**src/rtl/restoring_divider.sv**
```systemverilog
// restoring_divider: 8-bit sequential restoring divider, quotient in B and remainder in A.
// Define RESTORING_DIVIDER_SIGNED_EN for two's-complement operands.
module restoring_divider (
  input  logic       clk,
  input  logic       reset,
  input  logic       clearA_loadB,
  input  logic       execute,
  input  logic [7:0] sw,
  output logic [7:0] Aval,
  output logic [7:0] Bval,
  output logic       done,
  output logic       busy,
  output logic       div_zero
);
  typedef enum logic [2:0] {IDLE, LOAD, SETUP, SHIFT, SUB, FIX, DONE} state_t;
  state_t state_q, state_d;
  logic [7:0] a_q, a_d, b_q, b_d, m_q, m_d;
  logic [2:0] cnt_q, cnt_d;
  logic dz_q, dz_d;
  logic [8:0] t;
`ifdef RESTORING_DIVIDER_SIGNED_EN
  logic sa_q, sa_d, sb_q, sb_d;
`endif
  always_comb begin
    state_d = state_q;
    a_d = a_q;
    b_d = b_q;
    m_d = m_q;
    cnt_d = cnt_q;
    dz_d = dz_q;
    t = {1'b0, a_q} - {1'b0, m_q};
`ifdef RESTORING_DIVIDER_SIGNED_EN
    sa_d = sa_q;
    sb_d = sb_q;
`endif
    case (state_q)
      IDLE: begin
        if (clearA_loadB) state_d = LOAD;
        else if (execute) begin
          state_d = SETUP;
          m_d = sw;
        end
      end
      LOAD: begin
        b_d = sw;
        a_d = 8'd0;
        dz_d = 1'b0;
        state_d = IDLE;
      end
      SETUP: begin
        if (m_q == 8'd0) begin
          b_d = 8'hFF;
          a_d = b_q;
          dz_d = 1'b1;
          state_d = DONE;
        end else begin
          a_d = 8'd0;
          cnt_d = 3'd0;
          dz_d = 1'b0;
          state_d = SHIFT;
`ifdef RESTORING_DIVIDER_SIGNED_EN
          // -128 negates to 8'h80, which the unsigned core reads as 128
          sa_d = b_q[7];
          sb_d = m_q[7];
          b_d = b_q[7] ? 8'd0 - b_q : b_q;
          m_d = m_q[7] ? 8'd0 - m_q : m_q;
`endif
        end
      end
      SHIFT: begin
        {a_d, b_d} = {a_q, b_q} << 1;
        state_d = SUB;
      end
      SUB: begin
        a_d = t[8] ? a_q : t[7:0];
        b_d[0] = ~t[8];
        state_d = (cnt_q == 3'd7) ? FIX : SHIFT;
        cnt_d = (cnt_q == 3'd7) ? cnt_q : cnt_q + 3'd1;
      end
      FIX: begin
`ifdef RESTORING_DIVIDER_SIGNED_EN
        b_d = (sa_q ^ sb_q) ? 8'd0 - b_q : b_q;
        a_d = sa_q ? 8'd0 - a_q : a_q;
`endif
        state_d = DONE;
      end
      DONE: state_d = execute ? DONE : (clearA_loadB ? LOAD : IDLE);
      default: state_d = IDLE;
    endcase
  end
  always_ff @(posedge clk or posedge reset) begin
    if (reset) begin
      state_q <= IDLE;
      a_q <= 8'd0;
      b_q <= 8'd0;
      m_q <= 8'd0;
      cnt_q <= 3'd0;
      dz_q <= 1'b0;
`ifdef RESTORING_DIVIDER_SIGNED_EN
      sa_q <= 1'b0;
      sb_q <= 1'b0;
`endif
    end else begin
      state_q <= state_d;
      a_q <= a_d;
      b_q <= b_d;
      m_q <= m_d;
      cnt_q <= cnt_d;
      dz_q <= dz_d;
`ifdef RESTORING_DIVIDER_SIGNED_EN
      sa_q <= sa_d;
      sb_q <= sb_d;
`endif
    end
  end
  assign Aval = a_q;
  assign Bval = b_q;
  assign done = state_q == DONE;
  assign busy = state_q inside {SETUP, SHIFT, SUB, FIX};
  assign div_zero = dz_q;
endmodule

```
**config.mk**
```make
export PLATFORM = sky130hd
export DESIGN_NAME = restoring_divider
export DESIGN_NICKNAME = d
export VERILOG_FILES = /design/src/rtl/restoring_divider.sv
export SDC_FILE = /design/constraint.sdc
export NUM_CORES = 1
export LEC_CHECK = 0
export CORE_MARGIN = 5
export CORE_UTILIZATION = 55
export DETAILED_ROUTE_END_ITERATION = 10
export PLACE_DENSITY = 0.82
export SLEW_MARGIN = 20
export SYNTH_ARGS = -nofsm -noshare
export SYNTH_HDL_FRONTEND = slang
export SYNTH_SLANG_ARGS = --single-unit
export TNS_END_PERCENT = 10
```
**constraint.sdc**
```tcl
create_clock -name clk -period 4.71 [get_ports clk]
set_input_delay 0.942 -clock clk [delete_from_list [all_inputs] [get_ports clk]]
set_output_delay 0.942 -clock clk [all_outputs]
set_load 0.1 [all_outputs]
```
### Word level (Yosys, flattened, before mapping)

Index checks and enable logic that the tools add are counted.

* add/subtract/negate cells: 2
* equality and inequality tests: 12
* muxes and demuxes: 18
* bitwise operators: 2
* reduce and logical (&&, ||, !) cells: 12

Operators by type and width (number)
* $pmux 8 s4: 1
* $mux 8: 3
* $mux 3: 7
* $pmux 7 s3: 1
* $pmux 3 s6: 1
* $eq 3x3->1 const B: 4
* $sub 8x8->9: 1
* $logic_not 8->1: 1
* $ne 2x2->1 const B: 4
* $reduce_bool 4->1: 2
* $eq 3x2->1 const B: 2
* $pmux 3 s2: 1
* $reduce_and 2->1: 3
* $reduce_and 3->1: 2
* $pmux 1 s4: 1
* $reduce_bool 2->1: 2
* $add 3x1->3 const B: 1
* $eq 3x1->1 const B: 1
* $logic_not 3->1: 1
* $ne 3x3->1 const B: 1
* $reduce_bool 3->1: 1
* $mux 1: 2
* $not 1->1: 2
* $pmux 1 s2: 1

* register bits after elaboration: 31
* input port bits: 12
* output and inout port bits: 19
* logic and storage cells: 53

### Longest topological paths before layout

* word-level depth: 3
* gate-level depth with buffers: 9

### Worst setup path before layout

No wires, ideal clock.

* path type: register to register
* start: register a_q[0], in the netlist Aval[0]
* end: register a_q[6], in the netlist Aval[6]
* arrival: 2.651 ns
* data required time: 4.627 ns
* path slack: 1.977 ns
* cell stages (with the launch flop): 10
* path buffers: 0
* period minus slack after synthesis: 2.733 ns
* cell sequence: dfrtp_1 > inv_1 > ha_1 > inv_1 > fa_1 > a211oi_2 > nor2_1 > or4b_1 > a31o_2 > a31oi_1

* word-level cells in the longest chain between the ends: 3
* elaborated cells on any way between the ends: 5

Ends and longest elaborated chain
* start: declaration: RTL line 17 `logic [7:0] a_q, a_d, b_q, b_d, m_q, m_d;`
* start signal: assignment: RTL line 94 `a_q <= 8'd0;`
* start signal: assignment: RTL line 105 `a_q <= a_d;`
* $sub 8x8->9 (*): RTL line 31 `t = {1'b0, a_q} - {1'b0, m_q};`
* $mux 8 or $ne 2x2->1 (tied branches)
* $pmux 8 s4 or $reduce_and 2->1 (tied branches)

Every way passes the cells marked *; elsewhere a longest branch is shown, timed or not. The select of a mux whose other input is x is not followed.
A chain may end at the register's enable or synchronous reset.

### Worst setup path in the final report

* start: register state_q[0]
* end: output done

* word-level cells in the longest chain between the ends: 1

Ends and longest elaborated chain
* start: declaration: RTL line 16 `state_t state_q, state_d;`
* start signal: assignment: RTL line 104 `state_q <= state_d;`
* $eq 3x3->1: RTL line 118 `assign done = state_q == DONE;`
* end: declaration: RTL line 11 `output logic done,`

No other way between the ends.

==> metrics.md <==
| Metric | Value |
|---|---|
| Total wire length | `4.94 mm` |
| GRT Residual Overflow | `0` |
| Routed wire per std cell | `about 17 µm` |
| Area growth syn-to-layout | `21.2%` |
| Yosys reg bits | `31` |
| Row count | `22` |
| CTS tree | `built` |
| Clock sinks | `31` |
| Initial DRC count | `124` |
| First-pass GRT wire length | `just under 8 mm` |
| H-tree Lvls | `2` |
| Die X | `71.6 µm` |
| CTS root buffer | `clkbuf_8` |
| Number of synthesized flops with an enable pin | `0` |
| Crit path launch | `state_q[0]` |
| Simple-gate portion of the synthesized area | `0.136` |
| Die Y | `slightly above 70 µm` |
| Most frequent cell after synthesis | `dfrtp_1` |
| Asr flop ratio synth | `1.00` |
| Skew final | `0.00387 ns` |
| Status | `finished clean` |
| FMAX | `284 MHz` |
| Largest family of logic cells by synthesized area | `compound AO/OA/AOI/OAI gates` |
| Worst skew pair latency | `about 0.28 ns` |
| Vias per cell | `6.08` |
| Synth warnings | `0` |
| Average size of a mapped cell | `9.61 µm²` |
| Post-synthesis sequential area ratio | `0.372` |
| Reg2reg start | `state_q[2]` |
| TritonCTS Buffers | `5` |
| Setup TNS | `0 ns` |
| Detailed-route via count | `between 1500 and 2000` |
| Max-slew violation count | `0` |
| Adder-Cell Fraction of Synth Area | `0.0816` |
| Vias in the first global route | `1688` |
| Final nets | `272` |
| Synth cell count leaders | `dfrtp_1, a21oi_1, nor2_1, inv_1, nand2_1` |
| Setup crit end kind | `primary output` |
| Max-cap viol count | `0` |
| Type of the worst min-delay path | `reg -> reg` |
| Slew HR | `0.343` |
| Startpoint class of the critical path | `flip-flop` |
| # IOs | `31` |
| Hold_buf cts | `0` |
| Global placement routability congestion | `0.920` |
| Mux contribution to synthesized area | `0.103` |
| Slew @ Worst Pin | `just under 1 ns` |
| # fillers | `approximately 280` |
| Cell taking the most area after synthesis | `dfrtp_1` |
| Xor and xnor area share after synthesis | `0.00840` |
| Final ANT Viol Nets | `0` |
| Post-synth top area share | `0.372` |
| Synth top area cells | `dfrtp_1, ha_1, mux2_2` |
| Post-synthesis cell area | `2080 µm²` |
| Worst hold start | `cnt_q[1]` |
| Initial antenna violation count | `0` |
| Syn Nets | `roughly 240` |
| Die Area | `5120 µm²` |
| DRC viols | `0` |
| Hold Fails Final Rpt | `0` |
| WP data arrival | `2.58 ns` |
| Detailed placement HPWL | `around 3.7 mm` |
| DR pass1 iterations | `5` |
| Crit path required time | `between 3 and 4 ns` |
| Largest net degree at the start of global routing | `32` |
| Antenna diodes | `0` |
| Post-synthesis cell count | `217` |
| Worst-path clk slew | `0.07 ns` |
| Number of port buffers | `30` |
| Critical path fanouts, max | `15` |
| Initial core utilization | `0.569` |
| Tmin final | `about 3.5 ns` |
| Most used DFF post-synth | `dfrtp_1` |
| Clock tree buffer depth | `2` |
| Tcrit/Tclk final | `0.747` |
| Count of different cell masters after synthesis | `49` |
| Post-CTS sizing | `0` |
| Post-CTS setup repair buffer count | `0` |
| Layout cells sized above 1 | `0.117` |
| WS Path Type | `reg -> out` |
| Finish-stage setup viols | `0` |
| RSZ-0062 raised after global routing | `false` |
| GRT Total Usage | `0.197` |
| Core area | `3660 µm²` |
| Compound-Gate Fraction of Synth Area | `0.251` |
-- placed cells by master (no fill, tap or decap), types with 3 or more instances in the layout --
cell type        Yosys  final
a21o_1               3      3
a21oi_1             17     17
a222oi_1             4      4
a22o_1               3      3
a31oi_1              4      4
clkbuf_8             0      6
clkdlybuf4s50_1      0     30
dfrtp_1             31     31
ha_1                12     12
inv_1               15     15
mux2_2              11     11
mux2i_1              9      9
nand2_1             14     14
nor2_1              16     16
nor2b_1              3      3
nor3_1               3      3
o21a_1              11     11
o21ai_0             12     12
o21ai_1              5      5
-- logic make-up (layout without fill, tap and decap cells) --
group | after synthesis | in the layout
AOI/OAI and AO/OA | 77 | 77
xor gates and xnor gates | 2 | 2
adders and majority gates | 13 | 13
buffers and inverters | 23 | 54
DFF | 31 | 31
muxes | 20 | 20
and+or+nand+nor | 51 | 51
-- flip-flops by register name, indices dropped and copies added, names as in the netlist --
| name | cells |
|---|---|
| Aval | 8 |
| Bval | 8 |
| cnt_q | 3 |
| div_zero | 1 |
| m_q | 8 |
| state_q | 3 |
-- critical path, cell delays in order, from the launching register on --
cell and delay (ns):
dfrtp_1 0.53, inv_1 0.41, and3_1 0.23, clkdlybuf4s50_1 1.13
-- routing by layer --
| metal | routed length (µm) | track usage | part of all wire |
|---|---|---|---|
| met5 | 0 | 0 | 0 |
| met2 | 2280 | 0.294 | 0.46 |
| met4 | 85 | 0.0772 | 0.017 |
| met3 | 256 | 0.0421 | 0.052 |
| met1 | 2310 | 0.279 | 0.47 |
-- through the flow --
stage	util	instance area [µm²]	setup WS [ns]	hold slack, ns	cells
final	0.690	2530	1.19	0.507	296
after global routing	0.690	2530	1.11	0.533	296
after CTS	0.690	2530	1.21	0.510	296
after detailed placement	0.658	2410	1.52	0.492	288
after global placement	0.658	2410	1.55	0.489	288
after floorplan	-	2080	1.98	0.470	217
-- path summary, 6_finish.rpt --
| path | endpoint | slack (ns) | cells past startpoint |
|---|---|---|---|
| worst max register to register | Bval[7] | 2.07 | 5 |
| worst min-delay path | cnt_q[1] | 0.51 | 1 |
| worst max-delay path | done | 1.19 | 3 |
| max in group asynchronous | m_q[5] | 3.37 | 3 |
| min in group asynchronous | state_q[1] | 1.05 | 3 |
| worst min register to register | cnt_q[1] | 0.51 | 1 |
-- area by class of cell --
class	count	area, µm²	area share
multi-input cells	163	1210	0.478
flip-flops and latches	31	776	0.307
repair buffers	31	308	0.122
clock buffers	6	82.6	0.0327
well taps	48	60.1	0.0238
inverters	15	56.3	0.0223
clock inverters	2	35.0	0.0139
Power is not shown: default switching activity piles up to over one toggle a cycle in this logic, so the estimate is an artifact.
